===== config.mk =====
export PLATFORM = sky130hd
export DESIGN_NAME = alu_pipe
export DESIGN_NICKNAME = d
export VERILOG_FILES = /design/src/rtl/alu_pipe.sv
export SDC_FILE = /design/constraint.sdc
export NUM_CORES = 1
export LEC_CHECK = 0
export ABC_AREA = 1
export CORE_MARGIN = 5
export CORE_UTILIZATION = 60
export DETAILED_ROUTE_END_ITERATION = 7
export PLACE_DENSITY = 0.93
export REMOVE_ABC_BUFFERS = 1
export SYNTH_ARGS = -nofsm -noshare
export SYNTH_HDL_FRONTEND = slang
export SYNTH_SLANG_ARGS = --single-unit

===== constraint.sdc =====
create_clock -name i_clk -period 3.4 [get_ports i_clk]
set_input_delay 0.68 -clock i_clk [delete_from_list [all_inputs] [get_ports i_clk]]
set_output_delay 0.68 -clock i_clk [all_outputs]
set_load 0.02 [all_outputs]

===== src/rtl/alu_pipe.sv =====
// Pipelined MIPS-funct ALU with valid/ready handshake on both sides and status flags.
// Optional feature macro: ALU_PIPE_SATURATE_EN (clamp ADD/SUB results on signed overflow).
module alu_pipe #(
    parameter int NB_DATA   = 8,
    parameter int NB_OP     = 6,
    parameter int NB_STAGES = 2
) (
    input  logic                 i_clk,
    input  logic                 i_rst_n,
    input  logic                 i_valid,
    output logic                 o_ready,
    input  logic [NB_DATA-1:0]   i_data_a,
    input  logic [NB_DATA-1:0]   i_data_b,
    input  logic [NB_OP-1:0]     i_operation,
    output logic                 o_valid,
    input  logic                 i_ready,
    output logic [NB_DATA-1:0]   o_result,
    output logic                 o_zero,
    output logic                 o_carry,
    output logic                 o_overflow,
    output logic                 o_err
);

    localparam int SHW  = $clog2(NB_DATA);
    localparam int MSB  = NB_DATA - 1;
    localparam int LAST = NB_STAGES - 1;

    localparam logic [NB_OP-1:0] OP_ADD = 6'b100000;
    localparam logic [NB_OP-1:0] OP_SUB = 6'b100010;
    localparam logic [NB_OP-1:0] OP_AND = 6'b100100;
    localparam logic [NB_OP-1:0] OP_OR  = 6'b100101;
    localparam logic [NB_OP-1:0] OP_XOR = 6'b100110;
    localparam logic [NB_OP-1:0] OP_NOR = 6'b100111;
    localparam logic [NB_OP-1:0] OP_SRA = 6'b000011;
    localparam logic [NB_OP-1:0] OP_SRL = 6'b000010;

    localparam logic [NB_DATA-1:0] SAT_MAX = {1'b0, {(NB_DATA-1){1'b1}}};
    localparam logic [NB_DATA-1:0] SAT_MIN = {1'b1, {(NB_DATA-1){1'b0}}};

    logic [NB_DATA:0]   sum_s;
    logic [NB_DATA:0]   dif_s;
    logic [SHW-1:0]     shamt_s;
    logic [NB_DATA-1:0] res_s;
    logic [NB_DATA-1:0] fin_s;
    logic               carry_s;
    logic               ovf_s;
    logic               err_s;
    logic               zero_s;

    // Per-stage storage: flags packed as {zero, carry, overflow, err}
    logic               vld_r [NB_STAGES];
    logic [NB_DATA-1:0] res_r [NB_STAGES];
    logic [3:0]         flg_r [NB_STAGES];
    logic [NB_STAGES-1:0] rdy_s;

    // Operation decode and flag generation for the operands being offered this cycle
    always_comb begin
        sum_s   = {1'b0, i_data_a} + {1'b0, i_data_b};
        dif_s   = {1'b0, i_data_a} - {1'b0, i_data_b};
        shamt_s = i_data_b[SHW-1:0];
        res_s   = '0;
        carry_s = 1'b0;
        ovf_s   = 1'b0;
        err_s   = 1'b0;
        case (i_operation)
            OP_ADD: begin
                res_s   = sum_s[NB_DATA-1:0];
                carry_s = sum_s[NB_DATA];
                ovf_s   = (i_data_a[MSB] == i_data_b[MSB]) && (sum_s[MSB] != i_data_a[MSB]);
            end
            OP_SUB: begin
                res_s   = dif_s[NB_DATA-1:0];
                carry_s = dif_s[NB_DATA];
                ovf_s   = (i_data_a[MSB] != i_data_b[MSB]) && (dif_s[MSB] != i_data_a[MSB]);
            end
            OP_AND: res_s = i_data_a & i_data_b;
            OP_OR:  res_s = i_data_a | i_data_b;
            OP_XOR: res_s = i_data_a ^ i_data_b;
            OP_NOR: res_s = ~(i_data_a | i_data_b);
            OP_SRA: res_s = $unsigned($signed(i_data_a) >>> shamt_s);
            OP_SRL: res_s = i_data_a >> shamt_s;
            default: err_s = 1'b1;
        endcase
`ifdef ALU_PIPE_SATURATE_EN
        // Overflow direction follows the sign of A: positive A can only overflow upward
        fin_s = ovf_s ? (i_data_a[MSB] ? SAT_MIN : SAT_MAX) : res_s;
`else
        fin_s = res_s;
`endif
        zero_s = (fin_s == '0);
    end

    // A stage can take new data when the output drains or any stage at or after it is empty
    always_comb begin
        logic all_full;
        all_full = 1'b1;
        rdy_s    = '0;
        for (int k = LAST; k >= 0; k--) begin
            all_full = all_full & vld_r[k];
            rdy_s[k] = i_ready | ~all_full;
        end
    end

    assign o_ready = rdy_s[0];

    for (genvar k = 0; k < NB_STAGES; k++) begin : g_stage
        if (k == 0) begin : g_first
            // First stage captures the freshly computed result on an input transfer
            always_ff @(posedge i_clk or negedge i_rst_n) begin
                if (!i_rst_n) begin
                    vld_r[0] <= 1'b0;
                    res_r[0] <= '0;
                    flg_r[0] <= 4'b0000;
                end else if (rdy_s[0]) begin
                    vld_r[0] <= i_valid;
                    if (i_valid) begin
                        res_r[0] <= fin_s;
                        flg_r[0] <= {zero_s, carry_s, ovf_s, err_s};
                    end
                end
            end
        end else begin : g_next
            // Later stages pull from their predecessor whenever they have room
            always_ff @(posedge i_clk or negedge i_rst_n) begin
                if (!i_rst_n) begin
                    vld_r[k] <= 1'b0;
                    res_r[k] <= '0;
                    flg_r[k] <= 4'b0000;
                end else if (rdy_s[k]) begin
                    vld_r[k] <= vld_r[k-1];
                    if (vld_r[k-1]) begin
                        res_r[k] <= res_r[k-1];
                        flg_r[k] <= flg_r[k-1];
                    end
                end
            end
        end
    end

    assign o_valid    = vld_r[LAST];
    assign o_result   = res_r[LAST];
    assign o_zero     = flg_r[LAST][3];
    assign o_carry    = flg_r[LAST][2];
    assign o_overflow = flg_r[LAST][1];
    assign o_err      = flg_r[LAST][0];

endmodule

==> flow_summary.toml <==
[drt]
post_drt_via_cell_ratio = 5.71
wl_microns = 7770
dr.pass1.iters = 5
wl_per_cell_microns = 15.1
num_vias = 2935
postRouteAntennaNets = 0
drcViolationCount = 0
drt_first_iter_violations = 236

[global_routing]
grt_usage = 0.255
grt_max_degree = 27
antenna_found_initial = 0
grt_pass1_wl_microns = 12600
overflow = 0
grt_pass1_vias = 2734

[floorplan]
core_sq_um = 4380
start_util = 0.626
dieHeight_microns = 77.6
dieArea_sq_um = 6030
num_rows = 24
io_pins = 40
die_w_microns = 77.6

[sta]
fin_crit_ns = 2.78
drv_slew = 0
finalHoldViolations = 0
setup_tns_ns = 0
slew_headroom = 0.647
max_freq_mhz = 360
layout_setup_ws_ns = 0.620
finalCritPeriodShare = 0.818
rsz0062_at_grt = "no"
setup_viol = 0
skew_ns = 0.00589
worst_pin_slew_ns = 0.528

[place]
io_buffer_count = 39
gp_congestion = 0.983
preCtsSetupSlack_ns = 0.391
place_inst = 510
dp.final_hpwl_microns = 6160
dpl_cell_area_sq_um = 3130

[clock_tree]
cts_buffer_depth = 2
post_cts_buffers = 0
clk_pin_slew_worst_paths_ns = 0.09
h-tree-depth = 1
cts_resized = 0
cts.sinks = 26
hold_buffers = 0
numCtsBuffers = 3
cts_tree = "done"
clkLatencyLatePin_ns = 0.27
cts-root-buf = "clkbuf_8"

[finish]
diodes = 0
final_area_sq_um = 3180
syn_to_final_growth_pct = 15.9
finalNonFillerCells = 514
layout-drive-gt1-share = 0.0693
nets = 515

[pwr]
power_density_nw_per_um2 = 313
vdd_drop_max_mv = 0.171
leakagePower_uw = 0.00163

[synth]
yosys_warnings = 0
synth_area_leader_cell = "dfrtp_1"
post-synth-top-area-fraction = 0.237
syn_area_per_cell_sq_um = 6.35
ys_types = 27
synth-seq-area-share = 0.237
netlist_instances = 432
syn_area_sq_um = 2750
ys_seq_elements = 26
synth_area_leaders = "dfrtp_1, nand2_1, ha_1, nand3_1, inv_1"

[setup_path]
critical_path_class = "input port to register"
end_kind = "register"
ff2ff_setup_slack_ns = 1.95
required_ns = 3.62
cp_max_fo = 12
critPathArrivalTime_ns = 3.00
startpoint_type = "input port"

[flow_run]
drv_cap = 0

[hold_path]
min_path_type = "register to register"

[run_status]
status = "finished clean"
## metal layers
layer / routed length (microns) / part of all wire / track usage / up-vias
met5: 0 / 0 / 0 / -
met4: 321 / 0.041 / 0.120 / 0
met3: 535 / 0.069 / 0.0150 / 29
met2: 3750 / 0.48 / 0.447 / 149
met1: 3160 / 0.41 / 0.319 / 1326
li1: - / - / - / 1431
## sequential cells by signal, indices dropped and copies added (netlist names)
signal,count
vld_r,1
res_r,8
o_valid,1
o_overflow,1
o_zero,1
o_result,8
flg_r,4
o_carry,1
o_err,1
## worst max-delay path: stages
cell             delay [ns]
clkdlybuf4s50_1        0.77
inv_2                  0.18
ha_1                   0.36
nor2_1                 0.13
nand2_1                0.09
nand2_1                0.10
nand2_1                0.08
nand2_1                0.13
nand2_1                0.06
nand3_1                0.06
nand3_1                0.08
nor2_1                 0.13
nand3_1                0.08
nand2_1                0.06
## layout make-up
type	count	area [sq um]
inverters	58	218
flip-flops and latches	26	651
clock buffers	4	55.1
well taps	52	65.1
fillers	389	1200
repair buffers	43	420
multi-input cells	331	1770
## power breakdown
| group | leakage [uW] | switching [uW] | internal, uW |
|---|---|---|---|
| Sequential | 0.000324 | 25.5 | 358 |
| Combinational | 0.00127 | 242 | 172 |
| Clock | 0.0000288 | 93.8 | 104 |
## layout by cell type, fill, tap and decap left out, drive strengths merged, types with 4 or more instances in the layout
master / synthesis / layout
buf: 13 / 4
clkdlybuf4s50: 0 / 39
nand3b: 5 / 5
nor2: 49 / 49
ha: 24 / 24
mux2: 7 / 7
clkbuf: 4 / 4
a21oi: 12 / 12
inv: 58 / 58
nand2: 138 / 138
dfrtp: 26 / 26
nand3: 52 / 52
nand4: 10 / 10
o21ai: 23 / 23
## stage by stage
step           hold WS (ns)   util  power (uW)
5_1_grt               0.506  0.726        1060
4_1_cts               0.486  0.726         996
3_3_place_gp          0.465  0.713         780
3_5_place_dp          0.465  0.713         796
6_report              0.481  0.726         995
2_1_floorplan         0.384      -         619
## synthesized netlist by cell type
library cell and instances:
nor3_1 2, o21bai_1 1, o211ai_1 1, nand2_4 1
buf_4 9, or2_1 1, fa_1 2, inv_1 52
o21ai_0 23, inv_2 6, a21oi_1 12, nor2_4 5
a31oi_1 2, ha_1 24, clkbuf_2 1, nor2_2 5
clkbuf_1 3, nand3_1 52, nand2_1 137, xor2_1 1
buf_2 4, dfrtp_1 26, nor2_1 39, nand4_1 10
nand3b_1 5, and2_1 1, mux2_2 7
## kinds of logic (layout without fill, tap and decap cells)
logic type / count (synthesis) / count (layout) / synth area share
xor gates and xnor gates: 1 / 1 / 0.00319
and+or+nand+nor: 258 / 258 / 0.416
adders and majority gates: 26 / 26 / 0.124
buffers and inverters: 75 / 105 / 0.117
AOI/OAI and AO/OA: 39 / 39 / 0.0738
DFF: 26 / 26 / 0.237
muxes: 7 / 7 / 0.0287
## path summary, 6_finish.rpt
kind / from / end / cells after the start
min in group asynchronous: i_rst_n / res_r[12] / 2
max reg2reg: o_valid / flg_r[7] / 9
max in group asynchronous: i_rst_n / o_result[5] / 2
min: vld_r[1] / o_valid / 2
min reg2reg: vld_r[1] / o_valid / 2
max: i_data_b[1] / flg_r[7] / 14
Power figures use the tool's default switching activity.
==> RTL edit 1: new RTL, config.mk and constraints unchanged <==
Set the parameter `NB_DATA` to 16 (it was 8).
--- a/src/rtl/alu_pipe.sv
+++ b/src/rtl/alu_pipe.sv
@@ -2,5 +2,5 @@
 // Optional feature macro: ALU_PIPE_SATURATE_EN (clamp ADD/SUB results on signed overflow).
 module alu_pipe #(
-    parameter int NB_DATA   = 8,
+    parameter int NB_DATA   = 16,
     parameter int NB_OP     = 6,
     parameter int NB_STAGES = 2
Interface: changed (resized i_data_a, i_data_b and o_result); port bits go from 40 to 64. The function was not compared with the original's and may differ.
==> RTL edit 1 against the unedited design <==
- worst hold slack gained 0.0085 ns
- critical path type unchanged
- design area increased by 110%
- sequential share of layout area is 4.9 points lower
- routed wire length grew to 2.6 times the old value
- count of clock-buffer cells in the layout is 1 higher
- critical endpoint unchanged
- setup slack worse by 0.32 ns
- combinational power up 100%
- area after synthesis grew 110%
- sequential cell count is 16 higher
- power up 83%
- highest routed layer unchanged
- clock power rose by 100%
- via count increased by 140%
- sequential power grew 54%
==> RTL edit 1: results (changes against the unedited design) <==
Outcome
The flow ran to the end, and the final reports show no timing, DRC or antenna violations.

STA
The worst-case hold slack is 0.4900 ns (+0.008489 ns). The minimum setup slack in the final design came to 0.3050 ns (-0.3151 ns).

Route
The sum of met2 wire segment lengths after detailed routing came to 8572 um (+130%). The mean routed wirelength per cell is 16.36 um (+8.2%). The vias after detailed routing is 6,917 (+140%). The detail-routed via count per cell is 5.702 (-0.14%). The routed length on met3 was 2628 um (+390%). The number of optimization iterations in the first detailed-route pass is 6 (+1). The number of DRC markers after the initial detailed-route iteration is 984 (+320%).

The routed length on met1 was 7723 um (+140%).

Power and ir drop
The leakage power total is 3.785 nW (+130%). The maximum VDD drop came to 222.1 uV (+30%). The part of the total power dissipated in the clock network was 0.219 (+0.021).

Place
The standard cell area after detailed placement is 0.006628 sq mm (+110%). The post-placement cell count is 1,205 (+140%). The worst-case setup slack after placement is 0.1024 ns (-0.2887 ns). The final RePlAce weighted congestion is 1.086 (+10%). The half-perimeter wire length after detailed placement came to 15,970 um (+160%). The port buffer count came to 63 (+62%).

Cells and area
The proportion of layout cells with a drive suffix above 1 is 0.06852 (-0.0007456). The total of fill cells in the finished design is 878 (+130%).

Global routing
The met1 usage in global routing was 0.4442 (+0.1251). The number of global-route vias before repair came to 6,441 (+140%). The met2 capacity usage during global routing came to 0.5189 (+0.07228). The met3 usage in global routing is 0.08999 (+0.07495). The first-pass GRT wire length is 31,430 um (+150%).

Critical path
The capture point of the worst reg-to-reg path is res_r[29]. The most critical setup path has its startpoint at i_data_b[0]. The peak fanout along the critical path is 19 (+7). The delay contributed by the slowest stage of the critical path is 0.49 ns (-0.28 ns).

The data arrival at the endpoint of the critical path was 3.33 ns (+0.33 ns). The register-to-register path setup slack came to 1.41 ns (-0.54 ns).

Yosys
The gate count of the mapped netlist was 1,023 (+140%). The sequential cell area fraction in the yosys report was 0.1786 (-0.05840). After synthesis, the most frequently instantiated cells are 351 x sky130_fd_sc_hd__nand2_1, 149 x sky130_fd_sc_hd__inv_1, 126 x sky130_fd_sc_hd__nand3_1.

CTS
The H-tree depth came to 2 (+1). The worst-skew pair later-pin latency is 0.30 ns (+0.03 ns).

Min path
The path category of the worst min-delay check is input pin to asynchronous set/reset pin.
## RTL edit 1: area by class of cell
cell class,count,area (sq um),share of cell area
multi-input combinational,779,3951,0.5862
inverter,154,578.1,0.08576
clock buffer,5,68.82,0.01021
tap,133,166.4,0.02469
clock inverter,3,43.79,0.006497
timing repair buffer,97,880.8,0.1307
sequential,42,1051,0.1559
## RTL edit 1: cells by family (layout without fill, tap and decap cells)
group | Yosys count | after routing | synth area share
flip-flops | 42 | 42 | 0.1786
XOR/XNOR | 3 | 3 | 0.004466
multiplexers | 12 | 12 | 0.02296
buffers and inverters | 202 | 259 | 0.1499
adder cells (fa/ha/maj) | 55 | 55 | 0.1195
AND/OR/NAND/NOR | 621 | 621 | 0.4461
AO/OA/AOI/OAI | 88 | 88 | 0.07846
==> RTL edit 2: new RTL, same flow settings <==
Without the edit above. Register the outputs `o_overflow` and `o_err`, cleared by the reset; this adds one clock of latency there. The other outputs are not delayed to match.
--- a/src/rtl/alu_pipe.sv
+++ b/src/rtl/alu_pipe.sv
@@ -142,6 +142,13 @@
     assign o_zero     = flg_r[LAST][3];
     assign o_carry    = flg_r[LAST][2];
-    assign o_overflow = flg_r[LAST][1];
-    assign o_err      = flg_r[LAST][0];
+    always_ff @(posedge i_clk or negedge i_rst_n) begin
+        if (!i_rst_n) begin
+            o_overflow <= '0;
+            o_err      <= '0;
+        end else begin
+            o_overflow <= flg_r[LAST][1];
+            o_err      <= flg_r[LAST][0];
+        end
+    end
 
 endmodule
Function: changed (Yosys sat finds a counterexample within 4 cycles, from zero or initial values and one cycle with i_rst_n low).
==> RTL edit 2 against the unedited design <==
- core utilization rose by 0.34 points
- area after synthesis up 2.2%
- setup slack got worse by 0.099 ns
- clock skew decreased by 0.0028 ns
- sequential cell count up 2
- routed wire length shrank 4.2%
- design area rose by 1.8%
- power hardly changed
==> RTL edit 2: results (changes against the unedited design) <==
Outcome
The flow ran to the end, and the final reports show no timing, DRC or antenna violations.

Cells and area
The count of multi-input gates is 333 (+0.60%). The portion of the layout cell area used by clock cells is 0.01699 (-0.0003140). The net count reported at finish is 525 (+1.9%).

The number of non-clock inverters in the layout came to 63 (+8.6%). The fraction of cell area in non-clock buffers is 0.1320 (about the same). The count of buffers not belonging to the clock network in the layout was 44 (+2.3%). The multi-input combinational cell area is 0.001755 sq mm (-0.99%).

The total of fill cells in the finished design is 406 (+4.4%).

Yosys
By area the synthesized netlist is led by sky130_fd_sc_hd__dfrtp_1 25%, sky130_fd_sc_hd__nand2_1 18%, sky130_fd_sc_hd__ha_1 11%. The sequential cell area fraction in the yosys report is 0.2498 (+0.01277). The adder and majority cell fraction of the synthesized area was 0.1213 (-0.002654).

The gate count of the mapped netlist is 442 (+2.3%). By count the netlist is led by 138 x sky130_fd_sc_hd__nand2_1, 59 x sky130_fd_sc_hd__inv_1, 58 x sky130_fd_sc_hd__nand3_1. The flip-flop and latch count after synthesis is 28 (+7.7%). The compound-gate portion of the synthesized area is 0.06780 (-0.006041). The share of the synthesized netlist area taken by xor and xnor gates was 0.003122 (-0.00006831). The unique cell type count in the Yosys netlist is 28 (+3.7%). The mux contribution to synthesized area is 0.02409 (-0.004629).

Place
The post-placement cell count is 520 (+2.0%). The worst-case setup slack after placement is 0.3017 ns (-0.08943 ns). The half-perimeter wire length after detailed placement was 6080 um (-1.3%). The final RePlAce weighted congestion is 0.9867 (+0.34%). The standard cell area after detailed placement is 0.003186 sq mm (+1.9%).

Min path
The worst hold path begins at flg_r[1]. The terminating pin of the worst hold path is o_overflow. The hold-critical path depth was 0 (-2).

Global routing
The met2 capacity usage during global routing is 0.4255 (-0.02106). The met3 usage in global routing is 0.02059 (+0.005549). The maximum number of pins on one net before global-route repair is 29 (+7.4%).

The first-pass GRT wire length is 12,500 um (-0.77%).

Route
The total wire length is 7443 um (-4.2%). The sum of met2 wire segment lengths after detailed routing is 3587 um (-4.4%). The routed length on met1 was 2991 um (-5.4%). The number of DRC markers after the initial detailed-route iteration was 202 (-14%). The detail-routed via count per cell came to 5.693 (-0.30%).

Power and ir drop
The maximum VDD drop was 153.3 uV (-10%). The total power after layout is 0.9957 mW (about the same). The leakage power total came to 1.680 nW (+3.3%).

STA
The headroom to the max-slew limit is 0.6259 (-0.02139).

Critical path
The register-to-register path setup slack was 1.93 ns (-0.02 ns). The delay contributed by the slowest stage of the critical path is 0.79 ns (+0.02 ns).
==> RTL edit 2: cell types whose count changed in the layout (fill, tap and decap cells not counted), moves of 2 or more <==
| cell | change |
|---|---|
| sky130_fd_sc_hd__inv_1 | +7 |
| sky130_fd_sc_hd__nand3_1 | +6 |
| sky130_fd_sc_hd__nor2_4 | -3 |
| sky130_fd_sc_hd__dfrtp_1 | +2 |
| sky130_fd_sc_hd__inv_2 | -2 |
| sky130_fd_sc_hd__nand4_1 | -2 |
==> RTL edit 2: worst max path at each step <==
stage / start / end / cells past startpoint
final: i_data_b[1] / flg_r[7] / 14
after global routing: i_data_b[1] / flg_r[7] / 14
after CTS: i_data_b[1] / flg_r[7] / 14
after detailed placement: i_data_b[1] / flg_r[7] / 14
after global placement: i_data_b[1] / flg_r[7] / 14
after floorplan: i_data_a[0] / flg_r[6] / 12
==> RTL edit 2: worst max-delay path: cells and delay by family <==
family	cells	cell delay (ns)
adder cells (fa/ha/maj)	1	0.37
buffers and inverters	2	0.98
AND/OR/NAND/NOR	11	1.06
